## config.mk

```make
export PLATFORM = sky130hd
export DESIGN_NAME = alu_arbiter
export DESIGN_NICKNAME = d
export VERILOG_FILES = /design/src/rtl/alu_pkg.sv /design/src/rtl/alu_arb_pick.sv /design/src/rtl/alu_arbiter.sv
export SDC_FILE = /design/constraint.sdc
export NUM_CORES = 1
export LEC_CHECK = 0
export BUFFER_PORTS_ARGS = -buffer_cell sky130_fd_sc_hd__buf_2
export CORE_MARGIN = 2
export CORE_UTILIZATION = 31
export DETAILED_ROUTE_END_ITERATION = 7
export GPL_TIMING_DRIVEN = 0
export PLACE_DENSITY = 0.63
export SETUP_SLACK_MARGIN = 0.05
export SYNTH_ARGS = -nofsm -noshare
export SYNTH_HDL_FRONTEND = slang
export SYNTH_SLANG_ARGS = --single-unit
export TNS_END_PERCENT = 10
```

## constraint.sdc

```tcl
create_clock -name Clk -period 1.55 [get_ports Clk]
set_input_delay 0.0775 -clock Clk [delete_from_list [all_inputs] [get_ports Clk]]
set_output_delay 0.0775 -clock Clk [all_outputs]
set_load 0.05 [all_outputs]
```

## src/rtl/alu_pkg.sv

```systemverilog
// Shared definitions for the ALU arbiter: default widths, ALU opcodes and
// the arbiter FSM state type.
package alu_pkg;

  localparam int NREQ_DEF = 4;
  localparam int W_DEF    = 4;
  localparam int SEL_W    = 3;

  localparam logic [SEL_W-1:0] ALU_ADD = 3'b000;
  localparam logic [SEL_W-1:0] ALU_SUB = 3'b001;
  localparam logic [SEL_W-1:0] ALU_MUL = 3'b010;
  localparam logic [SEL_W-1:0] ALU_NEQ = 3'b011;
  localparam logic [SEL_W-1:0] ALU_AND = 3'b100;
  localparam logic [SEL_W-1:0] ALU_OR  = 3'b101;
  localparam logic [SEL_W-1:0] ALU_XOR = 3'b110;
  localparam logic [SEL_W-1:0] ALU_NOT = 3'b111;

  typedef enum logic [1:0] {
    IDLE = 2'd0,
    EXEC = 2'd1,
    CAPT = 2'd2,
    RESP = 2'd3
  } arb_state_t;

endpackage

```

## src/rtl/alu_arb_pick.sv

```systemverilog
// Combinational winner selection for the ALU arbiter.
// ALU_ARB_RR_EN defined: round-robin, search starts one past ptr.
// ALU_ARB_RR_EN undefined: fixed priority, lowest valid index wins, ptr ignored.
module alu_arb_pick
  import alu_pkg::*;
#(
  parameter int NREQ = NREQ_DEF,
  parameter int IDW  = $clog2(NREQ)
) (
  input  logic [NREQ-1:0] req_valid,
  input  logic [IDW-1:0]  ptr,
  output logic [NREQ-1:0] grant,
  output logic [IDW-1:0]  idx
);

`ifdef ALU_ARB_RR_EN
  int             cand;
  logic [IDW-1:0] cidx;
  logic           found;

  // Rotate the search so the requester after the last winner is tried first.
  always_comb begin
    grant = '0;
    idx   = '0;
    found = 1'b0;
    cand  = 0;
    cidx  = '0;
    for (int k = 1; k <= NREQ; k++) begin
      cand = (int'(ptr) + k) % NREQ;
      cidx = cand[IDW-1:0];
      if (!found && req_valid[cidx]) begin
        grant[cidx] = 1'b1;
        idx         = cidx;
        found       = 1'b1;
      end
    end
  end
`else
  logic unused_ptr;
  assign unused_ptr = ^ptr;

  // Scan from the top down so the lowest valid index overrides the rest.
  always_comb begin
    grant = '0;
    idx   = '0;
    for (int i = NREQ - 1; i >= 0; i--) begin
      if (req_valid[i]) begin
        grant    = '0;
        grant[i] = 1'b1;
        idx      = IDW'(i);
      end
    end
  end
`endif

endmodule

```

## src/rtl/alu_arbiter.sv

```systemverilog
// Shares one registered ALU among NREQ requesters. One op is in flight at a
// time: grant -> EXEC (ALU registers) -> CAPT (result captured) -> RESP
// (held until rsp_ready). Build with ALU_ARB_RR_EN for round-robin
// selection; the default build uses fixed lowest-index priority.
module alu_arbiter
  import alu_pkg::*;
#(
  parameter int NREQ = NREQ_DEF,
  parameter int W    = W_DEF,
  parameter int IDW  = $clog2(NREQ)
) (
  input  logic                  Clk,
  input  logic                  Rst,
  input  logic [NREQ-1:0]       req_valid,
  output logic [NREQ-1:0]       req_ready,
  input  logic [NREQ*W-1:0]     req_A,
  input  logic [NREQ*W-1:0]     req_B,
  input  logic [NREQ*SEL_W-1:0] req_sel,
  output logic [W-1:0]          alu_A,
  output logic [W-1:0]          alu_B,
  output logic [SEL_W-1:0]      alu_sel,
  input  logic [W-1:0]          alu_out,
  output logic                  rsp_valid,
  input  logic                  rsp_ready,
  output logic [IDW-1:0]        rsp_id,
  output logic [W-1:0]          rsp_data,
  output logic                  busy
);

  arb_state_t      state, state_nxt;
  logic [NREQ-1:0] pick_grant;
  logic [IDW-1:0]  pick_idx;
  logic [IDW-1:0]  rr_ptr;
  logic [IDW-1:0]  win_id_p0;
  logic            grant_en;

  alu_arb_pick #(
    .NREQ (NREQ),
    .IDW  (IDW)
  ) u_pick (
    .req_valid (req_valid),
    .ptr       (rr_ptr),
    .grant     (pick_grant),
    .idx       (pick_idx)
  );

  assign grant_en = (state == IDLE) && (|req_valid);

`ifdef ALU_ARB_RR_EN
  // Remember the last winner so the next search begins just after it.
  always_ff @(posedge Clk or posedge Rst) begin
    if (Rst) begin
      rr_ptr <= IDW'(NREQ - 1);
    end else if (grant_en) begin
      rr_ptr <= pick_idx;
    end
  end
`else
  assign rr_ptr = IDW'(NREQ - 1);
`endif

  // FSM state register.
  always_ff @(posedge Clk or posedge Rst) begin
    if (Rst) begin
      state <= IDLE;
    end else begin
      state <= state_nxt;
    end
  end

  // Next-state and handshake outputs; grants are only offered while idle.
  always_comb begin
    state_nxt = state;
    req_ready = '0;
    busy      = 1'b1;
    case (state)
      IDLE: begin
        busy      = 1'b0;
        req_ready = pick_grant;
        if (grant_en) state_nxt = EXEC;
      end
      EXEC: state_nxt = CAPT;
      CAPT: state_nxt = RESP;
      RESP: if (rsp_ready) state_nxt = IDLE;
      default: state_nxt = IDLE;
    endcase
  end

  // Stage p0: latch the winner's operands toward the ALU on the grant edge.
  always_ff @(posedge Clk or posedge Rst) begin
    if (Rst) begin
      alu_A     <= '0;
      alu_B     <= '0;
      alu_sel   <= '0;
      win_id_p0 <= '0;
    end else if (grant_en) begin
      alu_A     <= req_A[int'(pick_idx)*W +: W];
      alu_B     <= req_B[int'(pick_idx)*W +: W];
      alu_sel   <= req_sel[int'(pick_idx)*SEL_W +: SEL_W];
      win_id_p0 <= pick_idx;
    end
  end

  // Stage p2: capture the ALU result and hold it until the response is accepted.
  always_ff @(posedge Clk or posedge Rst) begin
    if (Rst) begin
      rsp_valid <= 1'b0;
      rsp_id    <= '0;
      rsp_data  <= '0;
    end else if (state == CAPT) begin
      rsp_valid <= 1'b1;
      rsp_id    <= win_id_p0;
      rsp_data  <= alu_out;
    end else if ((state == RESP) && rsp_ready) begin
      rsp_valid <= 1'b0;
    end
  end

endmodule
```

==> impl_metrics.json, run 1 <==
{
  "design.die.area_um2": 5420,
  "hold_viol": 22,
  "yosysTopAreaCellShare": 0.366,
  "first_iter_violations": 77,
  "maxSlewViolCount": 0,
  "ir_worst_vdd_v": 0.000633,
  "synth_common_cells": "dfrtp_1, nor2_1, inv_1",
  "first_global_vias": 1414,
  "worst_hold_slack_ns": -0.00994,
  "fmax_mhz": 653,
  "routabilityCongestion": 0.778,
  "yosysUniqueCellTypes": 31,
  "core-area_um2": 4690,
  "worstPathMaxFanout": 4,
  "die_h_um": 73.6,
  "postSynthAreaPerCell_um2": 8.89,
  "drt-total-wl_um": 4490,
  "synth_warnings": 0,
  "violations": "hold timing",
  "cts_tree": "built",
  "pin_count": 78,
  "synth_flop_cell": "dfrtp_1",
  "htree_num_levels": 1,
  "synth.most_common_cell": "dfrtp_1",
  "cap_violations": 0,
  "diodes": 0,
  "insertion_delay_ns": 0.27,
  "routed-via-count": 1549,
  "clkSlewWorstSetupHoldPaths_ns": 0.09,
  "finalCriticalPeriod_ns": 1.53,
  "power-per-cell-area_nw_per_um2": 1860,
  "crit_type": "reg -> out",
  "dpl.hpwl_um": 3300,
  "async_flop_share": 1.00,
  "clkSinkCount": 22,
  "place_area_um2": 1980,
  "hp-class": "in -> async",
  "grt-ovfl-total": 0,
  "clock_path_buffers": 2,
  "ant_nets": 0,
  "post-route-period-util": 0.988,
  "syn_inst": 169,
  "grt_use_met1": 0.212,
  "grt_max_degree": 23,
  "power.static_leakage_nw": 1.07,
  "gr-max-usage-layer": "met2",
  "maxSlewHeadroom": 0.393,
  "synth_area_um2": 1500,
  "num_rows": 25,
  "cts_buffers": 3,
  "worst_setup_path_start_kind": "flop",
  "vias_per_cell": 5.05,
  "final_nets": 312,
  "fillers": 489,
  "multi_input_area_um2": 873,
  "initial_core_util": 0.320,
  "synthTopCellsByArea": "dfrtp_1, a22o_1, and3b_1",
  "cts_root_buf": "clkbuf_8",
  "yosysTopAreaCell": "dfrtp_1",
  "synth_edf_count": 0,
  "grt_use_met3": 0.0261,
  "outcome": "complete, but fails checks",
  "finalSetupViolations": 0,
  "syn_nets": 227,
  "synth-seq-area-share": 0.366,
  "drc": 0,
  "grt_pass1_wl_um": 6650,
  "use_met2": 0.264,
  "cp.arrival_ns": 1.45,
  "dieWidth_um": 73.6,
  "ys_ff_latch": 22,
  "final_area_um2": 2150,
  "dp_worst_setup_slack_ns": 0.0676,
  "cp-end-kind": "primary output",
  "worst_slack_ns": 0.0178,
  "skew_ns": 0.00192,
  "first_pass_iters": 4,
  "seq_area_um2": 551,
  "worst_pin_slew_ns": 0.910,
  "rsz0062_at_grt": "yes",
  "grt_usage": 0.162,
  "required_ns": 1.47,
  "port-buffer-count": 74,
  "routedWlPerCell_um": 14.6,
  "antenna_found_initial": 0,
  "syn2layout_area_growth_pct": 42.9,
  "layout-drive-gt1-share": 0.439
}
## cell families (layout without fill, tap and decap cells)
| kind of cell | after synthesis | count (layout) | share of synthesized area |
|---|---|---|---|
| compound gates | 50 | 50 | 0.219 |
| fa+ha+maj | 3 | 3 | 0.0250 |
| buf+inv | 28 | 112 | 0.0932 |
| flops | 22 | 22 | 0.366 |
| mux | 7 | 7 | 0.0525 |
| simple gates | 59 | 59 | 0.244 |
## layout by cell type, fill, tap and decap left out, drive strengths merged
master	count
and2	1
clkbuf	10
and4b	1
a22o	10
o32a	2
nor3b	2
dfrtp	22
nand3b	11
bufinv	1
and2b	2
a21boi	1
nor2	16
ha	3
o21ai	11
mux2	7
inv	13
nor2b	10
a21oi	11
o41a	1
o21a	1
o22a	1
nand2	5
a31oi	11
or3	1
a21o	1
buf	87
clkinvlp	1
and3b	10
## flip-flops by register name, summed over array words and instances (netlist names)
signal,cells
alu_B,4
alu_A,4
state,2
rsp_data,4
alu_sel,3
win_id_p0,2
rsp_id,2
rsp_valid,1
## final cells by class
cell class / count / share of cell area
inverter: 14 / 0.0262
tap: 54 / 0.0315
buffer: 14 / 0.0414
sequential: 22 / 0.256
timing repair buffer: 80 / 0.205
clock buffer: 3 / 0.0192
clock inverter: 1 / 0.0140
multi-input combinational: 119 / 0.407
## timing repair
item	4_1_cts	5_1_grt
setup buffers	6	0
pin swaps	2	0
endpoints found under the setup margin	3	14
gates resized for setup	4	13
hold buffers	0	0
## power by group
group          total [mW]  internal [mW]  switching (mW)
Clock               0.554          0.345           0.209
Sequential           1.00          0.866           0.136
Combinational        2.44          0.859            1.58
Total                3.99           2.07            1.92
## per-stage QoR
stage	setup TNS [ns]	std cells	total power [mW]	util
after floorplan	-0.141	169	2.75	-
after global placement	0	297	3.24	0.422
after global routing	-0.105	307	4.21	0.458
after CTS	0	307	3.94	0.449
after detailed placement	0	297	3.27	0.422
final	0	307	3.99	0.458
## metal layers
metal | wire (µm) | vias up
met5 | 0 | -
met4 | 91 | 0
met3 | 276 | 7
met2 | 2140 | 57
met1 | 1970 | 718
li1 | - | 767
## critical path, stage by stage (launching register included)
cell and delay [ns]:
dfrtp_1 0.40, inv_2 0.08, ha_4 0.16, clkinvlp_4 0.14
nor3b_4 0.21, buf_6 0.18
## path summary, 6_finish.rpt
kind | startpoint | slack, ns | end | cells after the start
min in group Clk | alu_out[2] | 0.03 | rsp_data[2] | 2
worst min register to register | rsp_valid | 0.48 | rsp_valid | 1
worst min-delay path | Rst | -0.01 | alu_B[2] | 2
worst max-delay path | state[0] | 0.02 | req_ready[2] | 5
worst max register to register | state[0] | 0.10 | state[1] | 5
max in group asynchronous | Rst | 1.00 | rsp_valid | 2
Note: power is estimated with default switching activity, not from simulation.
==> run 2: changes to the inputs <==
- CORE_MARGIN: 2 -> 4
- clock period: 1.55 -> 1.6 ns (I/O delays scaled with it)
==> run 2 against run 1 <==
The run still ends with hold timing left. Wire length increased by 4.3%. Worst setup slack gained 0.038 ns. Die area up 11%. Power fell by 3.0%. Clock skew barely moved. Register-to-register slack about the same. Sequential share of layout area shrank 0.12 points. Utilization decreased by 0.091 points. Sequential cell count unchanged. Final area rose by 0.47%. Critical path type unchanged.
==> impl_metrics.json, run 2 (synthesized netlist as in run 1, its figures left out) <==
{
  "outcome": "complete, but fails checks",
  "violations": "hold timing",
  "worstPathCellList": "inv_2 -> ha_4 -> clkinvlp_4 -> nor3b_4 -> buf_6",
  "routabilityCongestion": 0.787,
  "cts_buffers": 3,
  "clock_path_buffers": 2,
  "internal-power_mw": 2.00,
  "required_ns": 1.52,
  "initial_core_util": 0.318,
  "maxSlewViolCount": 0,
  "finalSetupViolations": 0,
  "first_iter_violations": 65,
  "layout_commonest_cell": "buf_2",
  "pin_count": 78,
  "syn2layout_area_growth_pct": 43.5,
  "fillers": 484,
  "worst_slack_ns": 0.0559,
  "path_delay_family": "buffers and inverters",
  "grt-ovfl-total": 0,
  "final_cell_mix": "buf_2, dfrtp_1, nor2_1",
  "crit_type": "reg -> out",
  "power.static_leakage_nw": 1.07,
  "multi_input_area_um2": 868,
  "diodes": 0,
  "grt_max_degree": 23,
  "antenna_found_initial": 0,
  "slowest_stage": "dfrtp_1",
  "finalCriticalPeriod_ns": 1.54,
  "clkSlewWorstSetupHoldPaths_ns": 0.09,
  "skew_ns": 0.00234,
  "drc": 0,
  "worstPathMaxFanout": 6,
  "dp_worst_setup_slack_ns": 0.114,
  "design.die.area_um2": 6030,
  "worst_pin_slew_ns": 0.889,
  "dieWidth_um": 77.6,
  "grt_usage": 0.150,
  "ant_nets": 0,
  "worst_setup_path_start_kind": "flop",
  "largestRegisters": "alu_A x4, alu_B x4, rsp_data x4",
  "num_rows": 25,
  "power-per-cell-area_nw_per_um2": 1800,
  "hold_viol": 22,
  "hp-class": "in -> async",
  "clockPowerShare": 0.138,
  "clkSinkCount": 22,
  "cts_tree": "built",
  "post-route-period-util": 0.965,
  "vias_per_cell": 4.85,
  "final_nets": 313,
  "cp-end-kind": "primary output",
  "first_global_vias": 1563,
  "layout-drive-gt1-share": 0.441,
  "routed-via-count": 1557,
  "die_h_um": 77.6,
  "grt_pass1_wl_um": 7350,
  "ir_worst_vdd_v": 0.000584,
  "cp_num_buf_inv": 3,
  "sw_frac_of_total": 0.483,
  "critical_path_depth": 5,
  "final_util": 0.457,
  "first_pass_iters": 4,
  "cts_root_buf": "clkbuf_8",
  "maxSlewHeadroom": 0.407,
  "cap_violations": 0,
  "drt-total-wl_um": 4680,
  "r2r_cells": 5,
  "p_comb_frac": 0.612,
  "worst_hold_slack_ns": -0.0164,
  "r2r-start": "state[0]",
  "fmax_mhz": 648,
  "port-buffer-count": 74,
  "critPathLaunch": "state[0]",
  "rsz0062_at_grt": "yes",
  "core-area_um2": 4720,
  "htree_num_levels": 1,
  "power_switching_mw": 1.87,
  "critPathMaxStageDelay_ns": 0.40,
  "seqPwrFrac": 0.250,
  "dpl.hpwl_um": 3460,
  "seq_area_um2": 551,
  "routedWlPerCell_um": 14.6,
  "cp.arrival_ns": 1.46,
  "insertion_delay_ns": 0.26
}
[run 2: changes by cell type in the layout (fill, tap and decap cells not counted), sizes merged]
cell,change
buf,+2
clkbuf,-1
[run 2: area by class of cell]
class,count,area share
inverters,14,0.0261
well taps,67,0.0389
flip-flops and latches,22,0.255
repair buffers,81,0.203
multi-input cells,119,0.403
clock buffers,3,0.0191
clock inverters,1,0.0139
plain buffers,14,0.0412
[run 2: repair_timing]
| item | CTS | global route |
|---|---|---|
| endpoints found under the hold margin | 0 | 0 |
| setup endpoints to repair | 2 | 11 |
| buffers inserted | 7 | 0 |
| pin swaps | 2 | 0 |
| gates resized for setup | 4 | 8 |
| hold buffers | 0 | 0 |
[run 2: final timing paths]
check | slack (ns) | endpoint
max | 0.06 | req_ready[2]
min | -0.02 | alu_B[2]
max reg2reg | 0.09 | state[1]
min reg2reg | 0.48 | rsp_valid
max in group asynchronous | 1.06 | alu_sel[0]
min in group Clk | 0.05 | rsp_data[0]
[run 2: stage by stage]
step	total power, mW	cells	instance area [µm²]	TNS, ns
floorplan	2.66	169	1540	-0.0461
global placement	3.15	310	2000	0
detailed placement	3.18	310	2000	0
CTS	3.84	321	2130	0
global route	4.12	321	2160	-0.0987
finish	3.87	321	2160	0
[run 2: per-layer routing]
| layer | wire length (µm) | global-route usage |
|---|---|---|
| met5 | 0 | 0 |
| met4 | 77 | 0.0552 |
| met3 | 292 | 0.0302 |
| met2 | 2230 | 0.247 |
| met1 | 2080 | 0.194 |
[run 2: power by group through the flow]
stage	logic, mW	clock network (mW)	registers [mW]
floorplan	0.893	0	1.77
global placement	2.16	0	0.984
detailed placement	2.18	0	0.996
CTS	2.33	0.542	0.971
global route	2.55	0.567	1.01
finish	2.37	0.534	0.969
